## config.mk

```make
export PLATFORM = sky130hd
export DESIGN_NAME = ps2_keystroke_filter_flat
export DESIGN_NICKNAME = d
export VERILOG_FILES = /design/src/rtl/ps2_keystroke_filter_pkg.sv /design/src/rtl/ps2_keystroke_filter_if.sv /design/src/rtl/ps2_keystroke_filter_key_event_fifo.sv /design/src/rtl/ps2_keystroke_filter.sv /design/src/flat_wrapper.sv
export SDC_FILE = /design/constraint.sdc
export NUM_CORES = 1
export LEC_CHECK = 0
export ABC_AREA = 1
export BUFFER_PORTS_ARGS = -buffer_cell sky130_fd_sc_hd__clkbuf_2
export CAP_MARGIN = 25
export CORE_MARGIN = 3
export CORE_UTILIZATION = 55
export DETAILED_ROUTE_END_ITERATION = 7
export HOLD_SLACK_MARGIN = 0.1
export PLACE_DENSITY_LB_ADDON = 0.3
export REMOVE_ABC_BUFFERS = 1
export SYNTH_ARGS = -nofsm -noshare
export SYNTH_HDL_FRONTEND = slang
export SYNTH_SLANG_ARGS = --single-unit
```

## constraint.sdc

```tcl
create_clock -name clk -period 2.25 [get_ports clk]
set_input_delay 0.3375 -clock clk [delete_from_list [all_inputs] [get_ports clk]]
set_output_delay 0.3375 -clock clk [all_outputs]
set_load 0.01 [all_outputs]
```

## src/rtl/ps2_keystroke_filter_pkg.sv

```systemverilog
// Shared scan-code constants and decoder state encoding for the PS/2 keystroke filter.
package ps2_keystroke_filter_pkg;

    localparam logic [7:0] ScE0 = 8'hE0;
    localparam logic [7:0] ScE1 = 8'hE1;
    localparam logic [7:0] ScF0 = 8'hF0;

    // Pause/Break sends E1 followed by seven more bytes that carry no usable key.
    localparam int unsigned SkipW = 3;
    localparam logic [SkipW-1:0] E1SkipLen = 3'd7;

    typedef enum logic [2:0] {
        StIdle,
        StExt,
        StBrk,
        StExtBrk,
        StSkip
    } dec_state_e;

    // Controller responses and error bytes that never represent a key.
    function automatic logic is_discard(input logic [7:0] b);
        case (b)
            8'h00, 8'hAA, 8'hEE, 8'hFA, 8'hFC, 8'hFD, 8'hFE, 8'hFF: return 1'b1;
            default: return 1'b0;
        endcase
    endfunction

endpackage

```

## src/rtl/ps2_keystroke_filter_if.sv

```systemverilog
// Byte-in / key-event-out bundle between the PS/2 receiver, the filter and its consumer.
interface ps2_keystroke_filter_if #(
    parameter int unsigned FIFO_DEPTH = 4
);
    localparam int unsigned CntW = $clog2(FIFO_DEPTH) + 1;

    logic [7:0]      ps2_data;
    logic            ps2_data_en;
    logic            key_valid;
    logic [7:0]      key_code;
    logic            key_extended;
    logic            key_ready;
    logic            overflow;
    logic [CntW-1:0] fifo_count;

    modport master (
        output ps2_data, ps2_data_en, key_ready,
        input  key_valid, key_code, key_extended, overflow, fifo_count
    );

    modport slave (
        input  ps2_data, ps2_data_en, key_ready,
        output key_valid, key_code, key_extended, overflow, fifo_count
    );

endinterface

```

## src/rtl/ps2_keystroke_filter_key_event_fifo.sv

```systemverilog
// Small synchronous FIFO for decoded key events with a sticky drop flag.
module key_event_fifo #(
    parameter int unsigned Width = 9,
    parameter int unsigned Depth = 4
) (
    input  logic                   clk,
    input  logic                   reset,
    input  logic                   push_i,
    input  logic [Width-1:0]       data_i,
    input  logic                   pop_i,
    output logic [Width-1:0]       data_o,
    output logic                   valid_o,
    output logic [$clog2(Depth):0] count_o,
    output logic                   overflow_o
);
    localparam int unsigned PtrW = $clog2(Depth);
    localparam logic [PtrW:0] FullCnt = (PtrW + 1)'(Depth);

    logic [Width-1:0] mem_q [Depth];
    logic [PtrW-1:0]  wptr_q, wptr_d, rptr_q, rptr_d;
    logic [PtrW:0]    count_q, count_d;
    logic             ovf_q, ovf_d;
    logic             do_push, do_pop, empty;

    always_comb begin
        empty   = (count_q == '0);
        do_pop  = pop_i && !empty;
        // A pop in the same cycle frees the slot a full-FIFO push needs.
        do_push = push_i && ((count_q != FullCnt) || do_pop);
        ovf_d   = ovf_q || (push_i && !do_push);
        wptr_d  = do_push ? wptr_q + 1'b1 : wptr_q;
        rptr_d  = do_pop ? rptr_q + 1'b1 : rptr_q;
        count_d = count_q;
        case ({do_push, do_pop})
            2'b10:   count_d = count_q + 1'b1;
            2'b01:   count_d = count_q - 1'b1;
            default: count_d = count_q;
        endcase
    end

    always_ff @(posedge clk) begin
        if (reset) begin
            wptr_q  <= '0;
            rptr_q  <= '0;
            count_q <= '0;
            ovf_q   <= 1'b0;
        end else begin
            wptr_q  <= wptr_d;
            rptr_q  <= rptr_d;
            count_q <= count_d;
            ovf_q   <= ovf_d;
        end
    end

    always_ff @(posedge clk) begin
        if (do_push) begin
            mem_q[wptr_q] <= data_i;
        end
    end

    assign data_o     = empty ? '0 : mem_q[rptr_q];
    assign valid_o    = !empty;
    assign count_o    = count_q;
    assign overflow_o = ovf_q;

endmodule

```

## src/rtl/ps2_keystroke_filter.sv

```systemverilog
// PS/2 scan-code decoder: turns set-2 byte streams into queued key-press events.
module ps2_keystroke_filter
    import ps2_keystroke_filter_pkg::*;
#(
    parameter int unsigned FIFO_DEPTH      = 4,
    parameter int unsigned SUPPRESS_REPEAT = 1
) (
    input logic                    clk,
    input logic                    reset,
    ps2_keystroke_filter_if.slave  bus_io
);
    dec_state_e       state_q, state_d;
    logic [SkipW-1:0] skip_q, skip_d;
    logic [7:0]       held_code_q, held_code_d;
    logic             held_ext_q, held_ext_d;
    logic             held_valid_q, held_valid_d;

    logic             make, make_ext, brk, brk_ext, held_match, push;
    logic [7:0]       byte_in;

    logic [8:0]                    fifo_data;
    logic                          fifo_valid;
    logic [$clog2(FIFO_DEPTH):0]   fifo_count;
    logic                          fifo_ovf;

    always_comb begin
        state_d      = state_q;
        skip_d       = skip_q;
        held_code_d  = held_code_q;
        held_ext_d   = held_ext_q;
        held_valid_d = held_valid_q;
        make         = 1'b0;
        make_ext     = 1'b0;
        brk          = 1'b0;
        brk_ext      = 1'b0;
        push         = 1'b0;
        byte_in      = bus_io.ps2_data;

        if (bus_io.ps2_data_en) begin
            unique case (state_q)
                StIdle: begin
                    if (byte_in == ScE0) begin
                        state_d = StExt;
                    end else if (byte_in == ScF0) begin
                        state_d = StBrk;
                    end else if (byte_in == ScE1) begin
                        state_d = StSkip;
                        skip_d  = E1SkipLen;
                    end else if (!is_discard(byte_in)) begin
                        make = 1'b1;
                    end
                end
                StExt: begin
                    if (byte_in == ScF0) begin
                        state_d = StExtBrk;
                    end else if (byte_in != ScE0 && byte_in != ScE1) begin
                        make     = 1'b1;
                        make_ext = 1'b1;
                        state_d  = StIdle;
                    end
                end
                StBrk: begin
                    brk     = 1'b1;
                    state_d = StIdle;
                end
                StExtBrk: begin
                    brk     = 1'b1;
                    brk_ext = 1'b1;
                    state_d = StIdle;
                end
                StSkip: begin
                    if (skip_q <= SkipW'(1)) begin
                        skip_d  = '0;
                        state_d = StIdle;
                    end else begin
                        skip_d = skip_q - 1'b1;
                    end
                end
                default: state_d = StIdle;
            endcase
        end

        held_match = held_valid_q && (held_code_q == byte_in);
        if (make && !((SUPPRESS_REPEAT != 0) && held_match && (held_ext_q == make_ext))) begin
            push         = 1'b1;
            held_code_d  = byte_in;
            held_ext_d   = make_ext;
            held_valid_d = 1'b1;
        end
        if (brk && held_match && (held_ext_q == brk_ext)) begin
            held_valid_d = 1'b0;
        end
    end

    always_ff @(posedge clk) begin
        if (reset) begin
            state_q      <= StIdle;
            skip_q       <= '0;
            held_code_q  <= '0;
            held_ext_q   <= 1'b0;
            held_valid_q <= 1'b0;
        end else begin
            state_q      <= state_d;
            skip_q       <= skip_d;
            held_code_q  <= held_code_d;
            held_ext_q   <= held_ext_d;
            held_valid_q <= held_valid_d;
        end
    end

    key_event_fifo #(
        .Width (9),
        .Depth (FIFO_DEPTH)
    ) u_fifo (
        .clk        (clk),
        .reset      (reset),
        .push_i     (push),
        .data_i     ({make_ext, byte_in}),
        .pop_i      (bus_io.key_valid && bus_io.key_ready),
        .data_o     (fifo_data),
        .valid_o    (fifo_valid),
        .count_o    (fifo_count),
        .overflow_o (fifo_ovf)
    );

    assign bus_io.key_valid    = fifo_valid;
    assign bus_io.key_code     = fifo_data[7:0];
    assign bus_io.key_extended = fifo_data[8];
    assign bus_io.fifo_count   = fifo_count;
    assign bus_io.overflow     = fifo_ovf;

endmodule

```

## src/flat_wrapper.sv

```systemverilog
// flat-port wrapper written by rule: the top's interface ports become plain ports
module ps2_keystroke_filter_flat import ps2_keystroke_filter_pkg::*;
#(
    parameter int unsigned FIFO_DEPTH      = 4,
    parameter int unsigned SUPPRESS_REPEAT = 1
)
  (clk, reset, bus_io_ps2_data, bus_io_ps2_data_en, bus_io_key_ready, bus_io_key_valid, bus_io_key_code, bus_io_key_extended, bus_io_overflow, bus_io_fifo_count);
  ps2_keystroke_filter_if #(.FIFO_DEPTH(FIFO_DEPTH)) bus_io_i ();
  input logic clk;
  input logic reset;
  input wire logic [$bits(bus_io_i.ps2_data)-1:0] bus_io_ps2_data;
  input wire logic [$bits(bus_io_i.ps2_data_en)-1:0] bus_io_ps2_data_en;
  input wire logic [$bits(bus_io_i.key_ready)-1:0] bus_io_key_ready;
  output wire logic [$bits(bus_io_i.key_valid)-1:0] bus_io_key_valid;
  output wire logic [$bits(bus_io_i.key_code)-1:0] bus_io_key_code;
  output wire logic [$bits(bus_io_i.key_extended)-1:0] bus_io_key_extended;
  output wire logic [$bits(bus_io_i.overflow)-1:0] bus_io_overflow;
  output wire logic [$bits(bus_io_i.fifo_count)-1:0] bus_io_fifo_count;
  assign bus_io_i.ps2_data = bus_io_ps2_data;
  assign bus_io_i.ps2_data_en = bus_io_ps2_data_en;
  assign bus_io_i.key_ready = bus_io_key_ready;
  assign bus_io_key_valid = bus_io_i.key_valid;
  assign bus_io_key_code = bus_io_i.key_code;
  assign bus_io_key_extended = bus_io_i.key_extended;
  assign bus_io_overflow = bus_io_i.overflow;
  assign bus_io_fifo_count = bus_io_i.fifo_count;
  ps2_keystroke_filter #(.FIFO_DEPTH(FIFO_DEPTH), .SUPPRESS_REPEAT(SUPPRESS_REPEAT)) u_core (.clk(clk), .reset(reset), .bus_io(bus_io_i));
endmodule
```

Yosys cells after proc, flatten, opt, wreduce, memory -nomap -nowiden --
Memories as Yosys holds them, arrays and structs flattened. A register that Yosys moved wholly into a read port is not among the register bits. Index checks and enable logic that the tools add are counted.
Storage, ports and cells: memories 1, memory bits (writable) 36, output and inout bits 14, input port bits 12, logic and storage cells 108, bits in registers 24
Operators by class: mux-type cells 39, add/sub/neg operators 5, magnitude comparators 1, reductions and logical operators 25, equality and inequality tests 28
Memories:
- u_core.u_fifo.mem_q | depth 4, bits a word 9, rd ports 1, clocked after Yosys merged registers in 1, write ports 1, RTL line ps2_keystroke_filter_key_event_fifo.sv:19 | logic [Width-1:0] mem_q [Depth];
Operators by type and width (count):
- $eq A8 B8 Y1 const B | 10
- $mux W3 | 10
- $mux W1 | 22
- $ne A8 B8 Y1 const B | 2
- $pmux W3 S2 | 2
- $logic_and A1 B1 Y1 | 10
- $mux W9 | 1
- $pmux W3 S3 | 1
- $eq A8 B8 Y1 | 1
- $logic_not A8 Y1 | 1
- $reduce_or A8 Y1 | 1
- $eq A3 B2 Y1 const B | 2
- $logic_not A3 Y1 | 2
- $sub A3 B1 Y3 const B | 2
- $reduce_and A5 Y1 | 1
- $add A2 B1 Y2 const B | 2
- $mux W2 | 2
- $ne A2 B1 Y1 const B | 2
- $ne A2 B2 Y1 const B | 2
- $ne A4 B1 Y1 const B | 1
- $reduce_and A4 Y1 | 1
- $reduce_bool A2 Y1 | 2
- $reduce_or A2 Y1 | 2
- $add A3 B1 Y3 const B | 1
- other kinds (11) | 15

Longest topological paths before layout --
Gate-level depths: netlist (run 1).
word-level depth 20, depth in mapped cells 18, depth with buffers taken out 17

Cells and area by module --
A second synthesis (run 1) with hierarchy kept.
Second synthesis, totals: cell total of the unflattened synthesis 370, area, all modules 3159.3 um2
By module, submodules not included:
- key_event_fifo | seq. area each 1281.2 um2, area an instance 1946.9 um2, instances 1, cells an instance 176
- ps2_keystroke_filter | seq. area each 320.3 um2, area an instance 1212.4 um2, instances 1, cells an instance 194

Worst setup path after synthesis (run 1) --
No wires, ideal clock.
path type input to register, from input bus_io_ps2_data[2], to memory u_core.u_fifo.mem_q[0][0] (enable), required time 1.876 ns, setup time 0.374 ns, stages on the path 11, path slack 0.142 ns, arrival time 1.734 ns, path buffers 0, cell sequence nor2_2 nand2_2 nor2_2 nor2_4 nand3_2 nand2_1 nand3_2 nand2_2 inv_2 nand2_2 nor2_1
Between the ends: word-level cells in the longest chain between the ends 19, elaborated cells on any way between the ends 41, classes of those cells eq/ne: 14; mux: 19; reduce/logical: 8
Ends and longest elaborated chain:
- start: declaration | RTL line flat_wrapper.sv:11 | input wire logic [$bits(bus_io_i.ps2_data)-1:0] bus_io_ps2_data;
- $eq A8 B8 Y1 or $logic_not A8 Y1 (tied branches) | RTL line ps2_keystroke_filter_pkg.sv:22 | case (b)
- $reduce_or A8 Y1 | RTL line ps2_keystroke_filter_pkg.sv:22
- $mux W1 | RTL line ps2_keystroke_filter_pkg.sv:22
- $mux W1 | RTL line ps2_keystroke_filter.sv:46 | end else if (byte_in == ScE1) begin
- $mux W1 | RTL line ps2_keystroke_filter.sv:44 | end else if (byte_in == ScF0) begin
- $mux W1 | RTL line ps2_keystroke_filter.sv:42 | if (byte_in == ScE0) begin
- $mux W1 | RTL line ps2_keystroke_filter.sv:40 | unique case (state_q)
- $mux W1 | RTL line ps2_keystroke_filter.sv:39 | if (bus_io.ps2_data_en) begin
- [3 not listed]
- $mux W1 | RTL line ps2_keystroke_filter.sv:42
- $pmux W1 S2 | RTL line ps2_keystroke_filter.sv:40
- $mux W1 | RTL line ps2_keystroke_filter.sv:39
- $logic_and A1 B1 Y1 * | RTL line ps2_keystroke_filter.sv:84 | if (make && !((SUPPRESS_REPEAT != 0) && held_match && (held_ext_q == make_ext))) begin
- $mux W1 * | RTL line ps2_keystroke_filter.sv:84
- $logic_and A1 B1 Y1 * | RTL line ps2_keystroke_filter_key_event_fifo.sv:29 | do_push = push_i && ((count_q != FullCnt) || do_pop);
- $mux W1 * | RTL line ps2_keystroke_filter_key_event_fifo.sv:56 | if (do_push) begin
- $mux W1 (implied by the code) * | RTL line ps2_keystroke_filter_key_event_fifo.sv:57 | mem_q[wptr_q] <= data_i;
- end: declaration | RTL line ps2_keystroke_filter_key_event_fifo.sv:19
Mark *: on every way between the ends. The rest lies on a longest branch, timed or not. The select of a mux whose other input is x is not followed.

Worst setup path in the final report (run 1) --
from register u_core.state_q[0], to memory u_core.u_fifo.mem_q[3][6] (enable)
Between the ends: word-level cells in the longest chain between the ends 11, elaborated cells on any way between the ends 14, classes of those cells eq/ne: 2; mux: 7; reduce/logical: 5
Ends and longest elaborated chain:
- start: declaration | RTL line ps2_keystroke_filter.sv:12 | dec_state_e state_q, state_d;
- start signal: assignment | RTL line ps2_keystroke_filter.sv:97 | state_q <= StIdle;
- start signal: assignment | RTL line ps2_keystroke_filter.sv:103 | state_q <= state_d;
- $eq A3 B1 Y1 | RTL line ps2_keystroke_filter.sv:40
- $mux W1 | RTL line ps2_keystroke_filter.sv:40
- $mux W1 | RTL line ps2_keystroke_filter.sv:39
- $eq A1 B1 Y1 | RTL line ps2_keystroke_filter.sv:84
- $logic_and A1 B1 Y1 | RTL line ps2_keystroke_filter.sv:84
- $logic_not A1 Y1 | RTL line ps2_keystroke_filter.sv:84
- $logic_and A1 B1 Y1 * | RTL line ps2_keystroke_filter.sv:84
- $mux W1 * | RTL line ps2_keystroke_filter.sv:84
- $logic_and A1 B1 Y1 * | RTL line ps2_keystroke_filter_key_event_fifo.sv:29
- $mux W1 * | RTL line ps2_keystroke_filter_key_event_fifo.sv:56
- $mux W1 (implied by the code) * | RTL line ps2_keystroke_filter_key_event_fifo.sv:57
Mark *: on every way between the ends. The rest lies on a longest branch, timed or not.

==> results of run 1 <==
==> path summary, 6_finish.rpt <==
check	cells after the start	slack, ns	to	startpoint
worst min-delay path	2	0.18	u_core.held_ext_q	reset
worst max register to register	13	0.15	u_core.u_fifo.mem_q[3][6]	u_core.state_q[0]
worst min register to register	2	0.47	flop	u_core.u_fifo.rptr_q[1]
worst max-delay path	13	0.15	u_core.u_fifo.mem_q[3][6]	u_core.state_q[0]
==> cells in the mapped netlist (all sizes together) <==
master  count
nor2       81
o21ai      43
inv        40
nand2      39
edfxtp     36
a21oi      30
dfxtp      26
nand3      10
ha          6
clkbuf      5
nand4       4
a31oi       3
xnor2       3
buf         2
clkinv      2
nor3        2
o21a        2
fa          1
nor4        1
o211ai      1
o221ai      1
or2         1
xor2        1
==> metal layers <==
metal	track usage, %	wire (um)
met2	38.5	3220
met3	6.77	226
met4	7.73	94
met1	26.3	2870
met5	0	0
==> logic make-up after synthesis <==
logic type               count (synthesis)  synth area share, %
AND/OR/NAND/NOR                        138                 21.0
flip-flops                              62                 54.0
buffers and inverters                   49                 6.49
AO/OA/AOI/OAI                           80                 14.1
XOR/XNOR                                 4                 1.18
adder cells (fa/ha/maj)                  7                 3.20
==> registers in the layout (all words and copies together) (netlist names), named ones only <==
register / flops
u_core.held_code_q: 8
u_core.u_fifo.count_o: 3
u_core.held_valid_q: 1
u_core.skip_q: 3
u_core.u_fifo.overflow_o: 1
u_core.held_ext_q: 1
u_core.u_fifo.rptr_q: 2
u_core.u_fifo.wptr_q: 2
u_core.u_fifo.mem_q: 36
u_core.state_q: 3
==> per-stage QoR <==
step                total power, uW  hold WS, ns
finish                         4540        0.178
detailed placement             3450        0.463
global route                   4880        0.172
floorplan                      2800        0.410
CTS                            4520        0.157
global placement               3390        0.452
==> where the power goes <==
group | leakage (uW) | switching (uW) | internal, uW
clock network | 0.000110 | 415 | 651
logic | 0.000821 | 1110 | 679
registers | 0.000544 | 158 | 1520
total | 0.00147 | 1690 | 2850
==> cell usage in the layout (no fill, tap or decap), types with 7 or more instances in the layout <==
cell and count:
buf_4 22, inv_1 34, nand2_1 30, clkbuf_2 25
nor2_2 10, clkbuf_8 10, a21oi_1 29, nand3_1 7
nor2_1 69, nand2_2 8, o21ai_0 39, dfxtp_1 26
edfxtp_1 36
==> final cells by class <==
| type | count | area, um2 |
|---|---|---|
| clock buffer | 12 | 145 |
| inverter | 42 | 158 |
| tap | 70 | 87.6 |
| multi-input combinational | 229 | 1190 |
| sequential | 62 | 1600 |
| clock inverter | 4 | 70.1 |
| fill | 414 | 1630 |
| timing repair buffer | 47 | 290 |
==> metrics.txt, run 1 <==
status finished clean; die height 79.5 um; Critical Path RT 2.30 ns; Initial DRC Count 155; RSZ-0062 raised after global routing yes; fin area 3540 um2; Layout Cells excl Fill 466; cell area after synthesis 2970 um2; Final Hold Fails 0; Leak 0.00147 uW; Tcrit/Tclk final 93.3%; Max Buffers Root-to-Sink 2; IR Drop Worst-Case VDD 799 uV; Max Cap Violations 0; headroom to the max-slew limit 57.3%; CP bufs+invs 4; Setup Skew 0.00516 ns; DR DRC count 0; Core Box Area 5170 um2; Antenna Nets Post-Route 0; global-route wire length before repair 10.7 mm; grt total ovfl 0; # rows 26; sequential-to-total area share from yosys stat 54.0%; Cell Pwr Density 1280 nW/um2; CTS Buf Count 9; setup TNS 0 ns; top cells by area, synth edfxtp_1 36%, dfxtp_1 18%, nor2_1 9.1%, o21ai_0 6.6%, a21oi_1 4.9%; Max H-tree Level 3; die area 6310 um2; Root Buffer clkbuf_8; drt total wl 6.41 mm; Die Width 79.5 um; largest net degree at the start of global routing 24; DR WL/cell 13.7 um; synthesis-to-layout area growth 19.2%; All-Layer GR Usage 22.3%; number of max-slew violations in the final report 0; CTS tree done; most used cell, CP nand2_2; Synth top area share 36.4%; min cycle time layout 2.10 ns; CP peak stage delay 0.34 ns; CTS Hold Buffers Added 0; Port-buffer cells 25; average cell area after synthesis 8.73 um2; 1st-pass router iterations 4; maximum clock frequency 476 MHz; Setup WS post-layout 0.151 ns; Worst path slowest cell dfxtp_1; # Post-CTS Setup Buffers 0; IO Count 26; diode count 0; Synth Instances 340; Placed Instances 450; Vias/cell 5.21; final setup vio count 0; initial antenna violation count 0; Cell Area, Placed 3310 um2; post-synthesis cell type count 32; vias in the first global route 2340; critical path type flop to flop; TritonCTS Sinks 62; Synth warnings 0; Routability Congestion 0.824; Worst-Skew Late Latency 0.33 ns; DP Worst Slack -0.0517 ns; startpoint types flop; fraction of layout cells with a size suffix above 1 23.7%; CP Cell Sequence inv_2, nand2_2, nor2_4, nand2_1, nor2_2, nand2_1, a21oi_2, nand2_2, buf_4, inv_2, nand2_2, nor2_1, buf_4; Nets 410; clk slew on worst S/H paths 0.06 ns; crit-path max FO 10; register bit total from synthesis 62; CP Capture Type flop; Worst Hold Class input port to flop; Crit path max-delay family simple AND/OR/NAND/NOR gates; Slew @ Worst Pin 0.640 ns; via count 2426; dpl hpwl 4.53 mm; data arrival time of the worst path 2.15 ns; post-cts sizing count 0; final core utilization 68.4%; Synth area leader edfxtp_1; Initial Utilization 57.4%
(Power assumes the default switching activity.)
==> inputs of run 2 (changes only) <==
ABC_AREA = 0   (was 1)
==> metrics.txt, run 2 <==
# rows 25; IO Count 26; cell area after synthesis 2910 um2; Worst-Skew Late Latency 0.34 ns; global-route wire length before repair 9.32 mm; via count 2002; worst setup path end u_core.u_fifo.count_o[2]; top-count cell post-synth edfxtp_1; largest registers u_core.u_fifo.mem_q x36, u_core.held_code_q x8; post-synthesis cell type count 48; Max Buffers Root-to-Sink 2; Die Width 78.7 um; Async S/R FF share, synth 0%; fraction of layout cells with a size suffix above 1 33.3%; status finished clean; Initial Utilization 59.2%; Setup WS post-layout 0.153 ns; Worst R2R Path Depth 9; Int Pwr 2730 uW; DR DRC count 0; Slew @ Worst Pin 0.593 ns; NetSw 1050 uW; sequential-to-total area share from yosys stat 55.1%; DR WL/cell 14.8 um; CP startpoint u_core.state_q[1]; Tcrit/Tclk final 93.2%; Port-buffer cells 25; average cell area after synthesis 12.3 um2; EDFF count, synth 36; top cells by area, synth edfxtp_1 37%, dfxtp_1 18%, mux4_2 7.0%, and2_1 3.2%, xnor2_1 3.0%; maximum clock frequency 477 MHz; data arrival time of the worst path 2.31 ns; Vias/cell 5.41; Antenna Nets Post-Route 0; met3 GRT Util 4.93%; commonest non-fill, non-tap cell in the layout edfxtp_1; min cycle time layout 2.10 ns; TritonCTS Sinks 62; Leak 0.00139 uW; number of max-slew violations in the final report 0; Initial DRC Count 88; fin area 3620 um2; synthesis-to-layout area growth 24.7%; Cell Area, Placed 3340 um2; All-Layer GR Usage 20.1%; RR Startpoint u_core.state_q[1]; vias in the first global route 1987; critical path type flop to flop; 1st-pass router iterations 4; Final Hold Fails 0; Hold WS 0.280 ns; met1 Use GR 24.9%; Synth warnings 0; drt total wl 5.48 mm; die area 6190 um2; CP Capture Type flop; diode count 0; Nets 317; clock power share 34.5%; initial antenna violation count 0; headroom to the max-slew limit 60.5%; most frequent cells in the layout 36 x edfxtp_1, 35 x buf_4, 26 x dfxtp_1; Cell Pwr Density 1040 nW/um2; Synth top cells by count 36 x edfxtp_1, 26 x dfxtp_1, 21 x nor2_1; # Post-CTS Setup Buffers 0; Critical Path RT 2.46 ns; setup TNS 0 ns; startpoint types flop; Comb pwr share 28.4%; R2R Path End u_core.u_fifo.count_o[2]; Synth Instances 237; Most flops, register u_core.u_fifo.mem_q; Routability Congestion 0.777; flop2flop setup slack 0.15 ns; Root Buffer clkbuf_8; CTS tree done; DP Worst Slack -0.212 ns; crit-path max FO 4; IR Drop Worst-Case VDD 574 uV; Synth area leader edfxtp_1; dpl hpwl 3.90 mm; Main synth FF type edfxtp_1; Synth top area share 37.2%; CTS Buf Count 9; final setup vio count 0; GR peak layer met2; met2 global-route usage 32.1%; sequential power share 37.1%; Design Power 3780 uW; Max H-tree Level 3; Core Box Area 4910 um2; grt total ovfl 0; Largest register FFs 36; Setup Skew 0.00863 ns; clk slew on worst S/H paths 0.08 ns; register bit total from synthesis 62; switch share 27.7%; largest net degree at the start of global routing 31; Max Cap Violations 0; die height 78.7 um; Worst Hold Class input port to flop
run 2: changes by cell type after synthesis, moves of 7 or more:
cell and change:
a21oi_1 -17, nand2_1 -12, xnor2_1 +7, nor2_2 -8, mux2i_1 +7, and2_1 +15
nor2_1 -51, nand2_2 -7, mux4_2 +9, o21ai_0 -25, inv_1 -27
run 2: worst min path at each step:
| stage | cells after the start | endpoint | start |
|---|---|---|---|
| after global routing | 1 | u_core.u_fifo.mem_q[3][1] | bus_io_ps2_data[1] |
| after global placement | 2 | u_core.u_fifo.overflow_o | u_core.u_fifo.overflow_o |
| after detailed placement | 2 | u_core.u_fifo.overflow_o | u_core.u_fifo.overflow_o |
| after CTS | 1 | u_core.u_fifo.mem_q[0][1] | bus_io_ps2_data[1] |
| after floorplan | 1 | u_core.held_code_q[0] | reset |
| final | 1 | u_core.u_fifo.mem_q[3][3] | bus_io_ps2_data[3] |
run 2: metal layers:
metal | vias up | part of all wire, % | routed length [um]
met5 | - | 0 | 0
met4 | 0 | 2.6 | 144
li1 | 992 | - | -
met1 | 948 | 45 | 2470
met3 | 17 | 4.2 | 233
met2 | 45 | 48 | 2640
run 2: cell families (layout without fill, tap and decap cells):
logic type,Yosys count,count (layout),share of synthesized area [%]
compound gates,39,39,9.35
xor+xnor,12,12,3.62
fa+ha+maj,7,7,3.27
buf+inv,18,84,2.84
flops,62,62,55.1
mux,17,17,9.91
simple gates,82,82,15.9
run 2: layout make-up:
cell class	count	area (um2)
tap	67	83.8
clock inverter	7	145
multi-input combinational	157	1230
clock buffer	9	124
timing repair buffer	61	408
fill	344	1290
sequential	62	1600
inverter	7	26.3
run 2: repair_timing:
action                                  CTS  global route
resized for setup                         0             3
hold buffers                              0             0
endpoints found under the setup margin    0            14
run 2: metrics by stage:
stage          cells  utilization, %
2_1_floorplan    226               -
3_3_place_gp     354            68.0
3_5_place_dp     354            68.0
4_1_cts          370            73.5
5_1_grt          370            73.8
6_report         370            73.8
run 2: worst max-delay path: stages, from the launching register on:
cell and delay, ns:
dfxtp_1 0.35, nor3_4 0.21, o311ai_1 0.16, a22o_1 0.29
o21ai_2 0.15, inv_1 0.07, fa_2 0.37, nor3b_1 0.16
nand2_1 0.11, o311ai_2 0.09
run 2: power groups by stage:
stage,combinational (uW),clock (uW),sequential [uW]
3_3_place_gp,1050,0,1420
6_report,1070,1310,1400
4_1_cts,1080,1330,1400
2_1_floorplan,593,0,1460
3_5_place_dp,1070,0,1430
5_1_grt,1180,1370,1420
